==> src/rtl/seg_grade_decoder.sv <==
// seg_grade_decoder: receive side of the grade-letter 7-segment path.
// Watches the segment bus and accepts a pattern once it has been held
// for STABLE_CYCLES edges. It then decodes the pattern to a letter code,
// pulses letter_valid for one cycle, and keeps saturating tallies.
module seg_grade_decoder #(
    parameter int NBITS_SEG     = 8,
    parameter int STABLE_CYCLES = 4,
    parameter int NBITS_CNT     = 8
) (
    input  logic                 clk_2,
    input  logic                 reset,
    input  logic [NBITS_SEG-1:0] seg_in,
    input  logic                 clear,
    output logic                 letter_valid,
    output logic [1:0]           letter_code,
    output logic [NBITS_CNT-1:0] cnt_a,
    output logic [NBITS_CNT-1:0] cnt_f,
    output logic [NBITS_CNT-1:0] cnt_p,
    output logic [NBITS_CNT-1:0] err_cnt,
    output logic                 busy
);

    localparam logic [1:0] ST_IDLE     = 2'd0;
    localparam logic [1:0] ST_SETTLING = 2'd1;
    localparam logic [1:0] ST_LOCKED   = 2'd2;

    localparam logic [NBITS_SEG-1:0] PAT_A = NBITS_SEG'(8'b0111_0111);
    localparam logic [NBITS_SEG-1:0] PAT_F = NBITS_SEG'(8'b0111_0001);
    localparam logic [NBITS_SEG-1:0] PAT_P = NBITS_SEG'(8'b0111_0011);

    localparam logic [7:0]           STAB_LAST = 8'(STABLE_CYCLES - 1);
    localparam logic [NBITS_CNT-1:0] CNT_MAX   = {NBITS_CNT{1'b1}};

    logic [1:0]           state_q, state_d;
    logic [7:0]           stab_q, stab_d;
    logic [NBITS_SEG-1:0] seg_q;
    logic                 valid_q;
    logic [1:0]           code_q, code_d;
    logic                 busy_q;
    logic                 lock;
    logic [1:0]           dec;
    logic [NBITS_CNT-1:0] tally_w [4];

    // Decode the registered pattern; on a lock edge it equals seg_in.
    always_comb begin
        dec = 2'd0;
        if (seg_q == PAT_A)      dec = 2'd1;
        else if (seg_q == PAT_F) dec = 2'd2;
        else if (seg_q == PAT_P) dec = 2'd3;
    end

    // Settle/lock sequencing; any change restarts the stability count.
    always_comb begin
        state_d = state_q;
        stab_d  = stab_q;
        lock    = 1'b0;
        if (seg_in != seg_q) begin
            stab_d  = 8'd0;
            state_d = (seg_in == '0) ? ST_IDLE : ST_SETTLING;
        end else if (state_q == ST_SETTLING) begin
            if (stab_q == STAB_LAST) begin
                state_d = ST_LOCKED;
                lock    = 1'b1;
            end else begin
                stab_d = stab_q + 8'd1;
            end
        end
        code_d = lock ? dec : code_q;
    end

    // Core state, input register and event outputs.
    always_ff @(posedge clk_2 or posedge reset) begin
        if (reset) begin
            state_q <= ST_IDLE;
            stab_q  <= 8'd0;
            seg_q   <= '0;
            valid_q <= 1'b0;
            code_q  <= 2'd0;
            busy_q  <= 1'b0;
        end else begin
            state_q <= state_d;
            stab_q  <= stab_d;
            seg_q   <= seg_in;
            valid_q <= lock;
            code_q  <= code_d;
            busy_q  <= (state_d == ST_SETTLING);
        end
    end

    // One saturating tally per decode result; index 0 counts unknown patterns.
    genvar gi;
    generate
        for (gi = 0; gi < 4; gi++) begin : g_tally
            logic [NBITS_CNT-1:0] cnt_q, cnt_d;
            logic                 hit;

            assign hit = lock && (dec == 2'(gi));

            // Clear takes priority over a coincident increment.
            always_comb begin
                cnt_d = cnt_q;
                if (clear)                          cnt_d = '0;
                else if (hit && (cnt_q != CNT_MAX)) cnt_d = cnt_q + 1'b1;
            end

            // Tally register.
            always_ff @(posedge clk_2 or posedge reset) begin
                if (reset) cnt_q <= '0;
                else       cnt_q <= cnt_d;
            end

            assign tally_w[gi] = cnt_q;
        end
    endgenerate

    assign letter_valid = valid_q;
    assign letter_code  = code_q;
    assign busy         = busy_q;
    assign err_cnt      = tally_w[0];
    assign cnt_a        = tally_w[1];
    assign cnt_f        = tally_w[2];
    assign cnt_p        = tally_w[3];

endmodule
==> config.mk <==
export PLATFORM = sky130hd
export DESIGN_NAME = seg_grade_decoder
export DESIGN_NICKNAME = d
export VERILOG_FILES = /design/src/rtl/seg_grade_decoder.sv
export SDC_FILE = /design/constraint.sdc
export NUM_CORES = 1
export LEC_CHECK = 0
export BUFFER_PORTS_ARGS = -buffer_cell sky130_fd_sc_hd__buf_4
export CAP_MARGIN = 20
export CORE_ASPECT_RATIO = 1.5
export CORE_MARGIN = 10
export CORE_UTILIZATION = 60
export DETAILED_ROUTE_END_ITERATION = 8
export PLACE_DENSITY = 0.92
export REMOVE_ABC_BUFFERS = 1
export SKIP_LAST_GASP = 1
export SLEW_MARGIN = 10
export SYNTH_ARGS = -nofsm -noshare
export SYNTH_HDL_FRONTEND = slang
export SYNTH_SLANG_ARGS = --single-unit
export TNS_END_PERCENT = 50
==> constraint.sdc <==
create_clock -name clk_2 -period 6.3 [get_ports clk_2]
set_input_delay 0.315 -clock clk_2 [delete_from_list [all_inputs] [get_ports clk_2]]
set_output_delay 0.315 -clock clk_2 [all_outputs]
set_load 0.02 [all_outputs]
; ---- After elaboration in Yosys (flattened, before gate mapping)
; Index checks and enable logic that the tools add are counted.
[totals]
inputBits = 11
regBits = 54
elab_cells = 67
out_inout_bits = 36
[classes]
add_sub_neg = 5
n_eq_ne = 15
reduce_logical = 16
muxes = 21
[ops]
columns = cell, n
row1 = 8-bit two-way mux, 11
row2 = "8-bit by 1-bit adder with 8-bit output, second input constant", 5
row3 = "8-bit inequality test, second input constant", 4
row4 = "8-bit by 7-bit equality test with 1-bit output, second input constant", 3
row5 = 2-bit two-way mux, 6
row6 = 2-bit nonzero test, 5
row7 = "8-bit by 2-bit equality test with 1-bit output, second input constant", 1
row8 = 1-bit logical AND, 8
row9 = 8-bit zero test, 1
row10 = 8-bit inequality test, 1
row11 = "2-bit by 1-bit equality test with 1-bit output, second input constant", 3
row12 = "2-bit equality test, second input constant", 2
row13 = 1-bit two-way mux, 4
row14 = 2-bit zero test, 1
row15 = "2-bit inequality test, second input constant", 1
row16 = 2-bit AND reduction, 1

; ---- Depth between registers and ports, before layout
; Gate-level depths: netlist of run 1.
[depth]
word_depth = 9
depth_mapped = 9
ltp_nobuf = 7

; ---- Worst setup path before layout of run 1
; Ideal clock, no wire load.
[synth_timing]
kind = flip-flop to flip-flop
start = register stab_q[0]
end = register g_tally[3].cnt_q[6], in the netlist cnt_p[6]
stages_incl_launch_ff = 8
arrival_time_ns = 2.207
period_less_slack_ns = 2.332
path_slack_ns = 3.968
cell_sequence = dfrtp_1 -> ha_1 -> or4b_4 -> nor3_4 -> nand4_1 -> buf_2 -> nor4_1 -> mux2_2
[synth_via]
elab_chain_len = 7
[synth_lines]
columns = element, line_no
row1 = "start, declared", 35  ; logic [7:0] stab_q, stab_d;
row2 = "start signal, assigned", 82  ; stab_q <= stab_d;
row3 = 8-bit by 2-bit equality test with 1-bit output, 61  ; if (stab_q == STAB_LAST) begin
row4 = 1-bit two-way mux, 61
row5 = 1-bit two-way mux, 60  ; end else if (state_q == ST_SETTLING) begin
row6 = 1-bit two-way mux, 57  ; if (seg_in != seg_q) begin
row7 = 1-bit logical AND, 97  ; assign hit = lock && (dec == 2'(gi));
row8 = 1-bit logical AND, 103  ; else if (hit && (cnt_q != CNT_MAX)) cnt_d = cnt_q + 1'b1;
row9 = 2-bit nonzero test (no source line), -
row10 = "end signal, assigned", 109  ; else cnt_q <= cnt_d;
row11 = "end, declared", 94  ; logic [NBITS_CNT-1:0] cnt_q, cnt_d;
; No other way between the ends.
; A chain may end at the register's enable or synchronous reset.

; ---- Worst setup path in the final report of run 1
; Same ends and word-level chain as after synthesis.

==> flow_summary_export.csv, run 1 <==
group,metric,value,unit
global_route,antenna_violations_before_repair,0,
hold_path,holdCritPathClass,"in2async",
sta,holdWs,30.9,ps
cells_and_area,fillerInstances,334,
cells_and_area,total_inserted_antenna_cells,0,
cts,clk_transition_reported_paths,100,ps
sta,slew_violations,0,
synth,synthMuxAreaShare,1.13,%
sta,totalNegativeSetupSlack,0,ps
placed_design,place_area,3130,µm²
cts,cts_sinks,54,
power,peakVddDrop,0.151,mV
sta,share_of_the_clock_period_used_by_the_worst_path,43.6,%
cells_and_area,most-common-layout-cells,"sky130_fd_sc_hd__dfrtp_1 (54), sky130_fd_sc_hd__buf_4 (46), sky130_fd_sc_hd__a21oi_1 (28)",
cts,cts_hold_buf,0,
sta,slew_headroom,44.5,%
synth,synth_largest_area_cell,"sky130_fd_sc_hd__dfrtp_1",
setup_path,cp_data_required_time,6500,ps
floorplan,full_die_area,7800,µm²
sta,post-route-min-period,2740,ps
power,fraction_of_power_spent_switching_nets,23.6,%
synth,synth_top_cells_by_area,"sky130_fd_sc_hd__dfrtp_1 (49%), sky130_fd_sc_hd__a21oi_1 (5.0%), sky130_fd_sc_hd__o31ai_1 (4.1%), sky130_fd_sc_hd__or4_1 (4.1%), sky130_fd_sc_hd__and3_1 (3.6%)",
floorplan,die_height,103,µm
floorplan,floorplan.io_pins,47,
drt,avgViaCountPerCell,6.38,
global_route,grt_util_all_layers,17.3,%
cts,max-clock-path-buffers,2,
global_route,largest_net_degree_at_the_start_of_global_routing,55,
cts,cts_tree,"done",
sta,grt_setup_unrepaired,"false",
power,p_leak,1.44,nW
cts,ctsResizeCount,0,
global_route,gr-total-overflow,0,
setup_path,crit_fanout,15,
flow_run,drv_cap,0,
setup_path,timing.rr.start,"stab_q[0]",
synth,synth_xor_area_share,5.05,%
sta,timing.clock.skew,7.50,ps
floorplan,floorplan_core_area,4500,µm²
synth,synth.yosys.warnings,0,
run_status,outcome,"finished, final reports clean",
drt,wl_per_cell,17.8,µm
cts,clock_tree.root_cell,"sky130_fd_sc_hd__clkbuf_8",
global_route,vias_in_the_first_global_route,2352,
floorplan,start_util,61.6,%
power,power.share.combinational,5.6,%
cells_and_area,drive_gt1_share,20.2,%
placed_design,buffer_ports.inserted,46,
setup_path,criticalPathCategory,"reg2reg",
setup_path,critPathCaptureType,"register",
drt,drt_pre_antenna_iters,4,
power,cell_internal_pwr,0.448,mW
power,seqPwrFrac,59.9,%
cells_and_area,layout-area-overhead-vs-synth,16.9,%
sta,final_hold_viol_count,0,
drt,routed_wirelength,6570,µm
synth,synth_compound_area_share,14.1,%
synth,dominant_combinational_cell_family_by_area_after_synthesis,"simple AND/OR/NAND/NOR gates",
drt,route.vias.total,2360,
setup_path,setup.worst_path.start_class,"register",
drt,final_antenna_violating_net_count,0,
power,power_frac_clock,34.4,%
drt,route.detailed.drc,0,
cts,h-tree-depth,2,
sta,worst_slew_pin_slew,828,ps
cts,clock_buffer_count_from_cts,5,
floorplan,rows,30,
synth,post_synth_and_or_nand_nor_area_fraction,26.0,%
placed_design,globalplace.congestion,0.817,
cts,clk-insertion-delay-late,310,ps
cells_and_area,postLayoutCoreUtil,72.1,%
power,powerDensity,181,nW/µm²
power,switchingPower,0.139,mW
cells_and_area,commonest_non_fill_non_tap_cell_in_the_layout,"sky130_fd_sc_hd__dfrtp_1",
synth,yosysSeqAreaShare,48.7,%
synth,syn_avg_cell_area,9.99,µm²
placed_design,dp_hpwl,4740,µm
synth,syn-cell-area,2780,µm²
floorplan,die-width,75.5,µm
synth,synthDominantCellAreaShare,48.7,%
sta,setup_viol_count_final,0,
cts,post_cts_buffers,0,
synth,synth_cell_types,38,
synth,synth-seq-cells,54,
global_route,grt_first_pass_wirelength,10900,µm
synth,adder_and_majority_gate_portion_of_the_synthesized_area,2.25,%
setup_path,startpoint,"stab_q[0]",
drt,first_drt_iteration_drcs,206,
synth,post_synth_inst_count,278,
cells_and_area,postLayoutCellArea,3250,µm²
setup_path,arrival_time_worst_endpoint,2950,ps
sta,clock.fmax,0.364,GHz
cells_and_area,layout.nets,337,
[power groups by stage]
stage	clock (mW)	sequential [mW]	combinational, mW
final	0.202	0.352	0.0329
after global routing	0.220	0.352	0.0363
after CTS	0.203	0.352	0.0318
after detailed placement	0	0.359	0.0314
after global placement	0	0.359	0.0307
after floorplan	0	0.358	0.0172
[final cells by class]
type                       count  area (µm²)  area share (%)
clock buffer                   6        82.6            2.54
clock inverter                 2        12.5           0.386
inverter                       7        26.3           0.810
tap                           48        60.1            1.85
sequential                    54        1350            41.6
timing repair buffer          47         365            11.3
multi-input combinational    206        1350            41.5
[worst max-delay path, stage by stage (launching register included)]
cell                      delay, ps
sky130_fd_sc_hd__dfrtp_1        390
sky130_fd_sc_hd__ha_1           190
sky130_fd_sc_hd__or4b_4         510
sky130_fd_sc_hd__nor3_4         290
sky130_fd_sc_hd__nand4_1        460
sky130_fd_sc_hd__nor4_1         410
sky130_fd_sc_hd__mux2_2         380
[logic make-up (layout without fill, tap and decap cells)]
| logic type | Yosys count | after routing |
|---|---|---|
| buf+inv | 18 | 62 |
| flops | 54 | 54 |
| compound gates | 65 | 65 |
| simple gates | 117 | 117 |
| fa+ha+maj | 5 | 5 |
| mux | 3 | 3 |
| xor+xnor | 16 | 16 |
[flip-flops by register name, indices dropped and copies added (netlist names), 2 cells and up]
| signal | flops |
|---|---|
| cnt_f | 8 |
| letter_code | 2 |
| err_cnt | 8 |
| cnt_p | 8 |
| stab_q | 8 |
| seg_q | 8 |
| state_q | 2 |
| cnt_a | 8 |
[cell usage after synthesis]
cell	count
sky130_fd_sc_hd__and2_1	1
sky130_fd_sc_hd__or3b_2	1
sky130_fd_sc_hd__xnor2_1	6
sky130_fd_sc_hd__mux2_2	1
sky130_fd_sc_hd__mux2i_1	2
sky130_fd_sc_hd__nand4b_1	1
sky130_fd_sc_hd__nor4_4	2
sky130_fd_sc_hd__nor2_1	15
sky130_fd_sc_hd__o21ba_2	2
sky130_fd_sc_hd__ha_1	5
sky130_fd_sc_hd__clkbuf_1	8
sky130_fd_sc_hd__buf_2	2
sky130_fd_sc_hd__a21oi_1	28
sky130_fd_sc_hd__nand4_1	4
sky130_fd_sc_hd__and4_1	2
sky130_fd_sc_hd__or4_1	15
sky130_fd_sc_hd__o31ai_1	15
sky130_fd_sc_hd__or4b_4	1
sky130_fd_sc_hd__o2111ai_1	1
sky130_fd_sc_hd__nor4_1	4
sky130_fd_sc_hd__nand2b_1	3
sky130_fd_sc_hd__or3_1	13
sky130_fd_sc_hd__buf_6	1
sky130_fd_sc_hd__nand2_1	15
sky130_fd_sc_hd__dfrtp_1	54
sky130_fd_sc_hd__nor3_4	1
sky130_fd_sc_hd__inv_1	7
sky130_fd_sc_hd__a32o_1	1
sky130_fd_sc_hd__xor2_1	10
sky130_fd_sc_hd__and3b_1	1
sky130_fd_sc_hd__nand3_4	1
sky130_fd_sc_hd__nand3_1	19
sky130_fd_sc_hd__nor2b_1	2
sky130_fd_sc_hd__a31oi_1	1
sky130_fd_sc_hd__o21ai_0	15
sky130_fd_sc_hd__a311oi_1	1
sky130_fd_sc_hd__and3_1	16
sky130_fd_sc_hd__a2111oi_0	1
[metal layers]
layer | wire length (µm) | vias up | global-route usage [%]
met3 | 332 | 8 | 3.72
met2 | 3530 | 54 | 31.1
met5 | 0 | - | 0
li1 | - | 1119 | -
met1 | 2630 | 1179 | 19.7
met4 | 75 | 0 | 5.02
[worst paths after layout]
path                       slack (ps)  cells past startpoint              to
max reg2reg                      3560                      6        cnt_p[6]
min                                30                      2        cnt_p[0]
min in group clk_2                130                      1        seg_q[3]
min reg2reg                       500                      2  letter_code[1]
max                              3560                      6        cnt_p[6]
max in group asynchronous        5730                      3       stab_q[6]
[metrics by stage]
stage	worst slack, ps	total power, mW	std cells
6_report	3560	0.587	370
5_1_grt	3390	0.609	370
4_1_cts	3570	0.587	369
3_5_place_dp	3580	0.390	361
3_3_place_gp	3720	0.389	361
2_1_floorplan	3910	0.375	267
No activity file was read; power rests on OpenSTA's default activity.
==> run 2, diff against run 1 <==
CORE_UTILIZATION = 50   (was 60)
PLACE_DENSITY = 0.83   (was 0.92)
clock period = 2.47 ns   (was 6.3 ns; I/O delays follow)
==> flow_summary_export.csv, run 2 (same netlist as run 1, synthesis figures left out) <==
group,metric,value,unit
cts,clock_buffer_count_from_cts,5,
floorplan,rows,33,
floorplan,floorplan.io_pins,47,
cells_and_area,layout.nets,360,
sta,post-route-min-period,2370,ps
drt,route.vias.total,2507,
cells_and_area,most-common-layout-cells,"sky130_fd_sc_hd__buf_4 (60), sky130_fd_sc_hd__dfrtp_1 (54), sky130_fd_sc_hd__a21oi_1 (28)",
global_route,grt_util_all_layers,15.3,%
floorplan,start_util,50.9,%
drt,route.detailed.drc,0,
setup_path,critPathCaptureType,"register",
cells_and_area,commonest_non_fill_non_tap_cell_in_the_layout,"sky130_fd_sc_hd__buf_4",
drt,avgViaCountPerCell,6.04,
global_route,antenna_violations_before_repair,0,
setup_path,crit_fanout,9,
global_route,grt_first_pass_wirelength,11500,µm
global_route,vias_in_the_first_global_route,2504,
drt,final_antenna_violating_net_count,0,
flow_run,drv_cap,0,
drt,routed_wirelength,6960,µm
placed_design,dp_hpwl,4870,µm
global_route,largest_net_degree_at_the_start_of_global_routing,55,
sta,setup_viol_count_final,0,
cells_and_area,fillerInstances,477,
sta,share_of_the_clock_period_used_by_the_worst_path,95.9,%
cts,max-clock-path-buffers,2,
placed_design,post-place-ws,57.3,ps
cts,h-tree-depth,2,
drt,drt_pre_antenna_iters,4,
floorplan,die-width,80.8,µm
setup_path,cp_data_required_time,2710,ps
cts,clock_tree.root_cell,"sky130_fd_sc_hd__clkbuf_8",
sta,final_hold_viol_count,23,
global_route,gr-total-overflow,0,
setup_path,setup.worst_path.start_class,"register",
cells_and_area,layout-area-overhead-vs-synth,25.1,%
sta,slew_violations,0,
cells_and_area,drive_gt1_share,23.5,%
cts,cts_tree,"done",
sta,slew_headroom,55.0,%
drt,first_drt_iteration_drcs,120,
sta,totalNegativeSetupSlack,0,ps
setup_path,criticalPathCategory,"reg2reg",
power,powerDensity,436,nW/µm²
floorplan,floorplan_core_area,5450,µm²
cts,clk-insertion-delay-late,310,ps
sta,worst_slew_pin_slew,674,ps
power,p_leak,1.54,nW
sta,finalWorstSetupSlack,102,ps
power,peakVddDrop,0.309,mV
placed_design,buffer_ports.inserted,46,
sta,clock.fmax,0.422,GHz
sta,holdWs,-14.8,ps
sta,timing.clock.skew,5.80,ps
cells_and_area,total_inserted_antenna_cells,0,
setup_path,arrival_time_worst_endpoint,2610,ps
hold_path,holdCritPathClass,"in2async",
floorplan,die_height,111,µm
drt,wl_per_cell,16.8,µm
run_status,violations,"negative hold slack",
cts,cts_sinks,54,
cts,clk_transition_reported_paths,100,ps
placed_design,globalplace.congestion,0.859,
floorplan,full_die_area,9000,µm²
run_status,outcome,"complete, but fails checks",
run 2: cell count changes in the layout (fill, tap and decap cells not counted), sizes merged:
cell / before / now
nand3: 20 / 21
dlygate4sd3: 0 / 8
buf: 47 / 61
run 2: final timing paths:
kind                                start  depth (start not counted)  slack (ps)              to
max                             stab_q[0]                          7         100        cnt_f[6]
min                                 reset                          3         -10  letter_code[1]
max reg2reg                     stab_q[0]                          7         100        cnt_f[6]
min reg2reg                letter_code[0]                          2         490  letter_code[0]
max in group asynchronous           reset                          3        2030       stab_q[0]
min in group clk_2                  clear                          2         210        cnt_a[1]
run 2: layer usage:
layer	track usage [%]	share of wire [%]
met5	0	0
met4	4.63	1.3
met3	4.63	5.0
met2	26.9	55
met1	16.9	38
run 2: final cells by class:
cell class              count  area (µm²)  area share [%]
clock buffers               6        82.6            2.38
clock inverters             2        12.5           0.360
inverters                   7        26.3           0.756
multi-input cells         207        1370            39.5
flip-flops and latches     54        1350            38.9
well taps                  70        87.6            2.52
repair buffers             69         542            15.6
run 2: report_power, final:
part / switching, mW / internal [mW] / leakage, nW
clock network: 0.292 / 0.226 / 0.0472
registers: 0.00607 / 0.890 / 0.726
logic: 0.0628 / 0.0375 / 0.765
run 2: through the flow:
step	instance area, µm²	utilization, %	std cells	total power [mW]
finish	3470	63.8	415	1.51
global route	3470	63.8	415	1.57
CTS	3400	62.4	408	1.53
detailed placement	3230	59.2	392	1.00
global placement	3230	59.2	392	1.00
floorplan	2730	-	267	0.957
run 2: worst max-delay path, cell delays in order, from the launching register on:
cell	delay [ps]
sky130_fd_sc_hd__dfrtp_1	390
sky130_fd_sc_hd__ha_1	180
sky130_fd_sc_hd__or4b_4	510
sky130_fd_sc_hd__nor3_4	230
sky130_fd_sc_hd__buf_4	170
sky130_fd_sc_hd__nand3_4	120
sky130_fd_sc_hd__or4_1	540
sky130_fd_sc_hd__a21oi_1	160
run 2: repair_timing:
action	4_1_cts	5_1_grt
buffers inserted	0	6
hold endpoints to repair	8	0
endpoints found under the setup margin	0	19
gates resized for setup	0	4
hold buffers	8	0
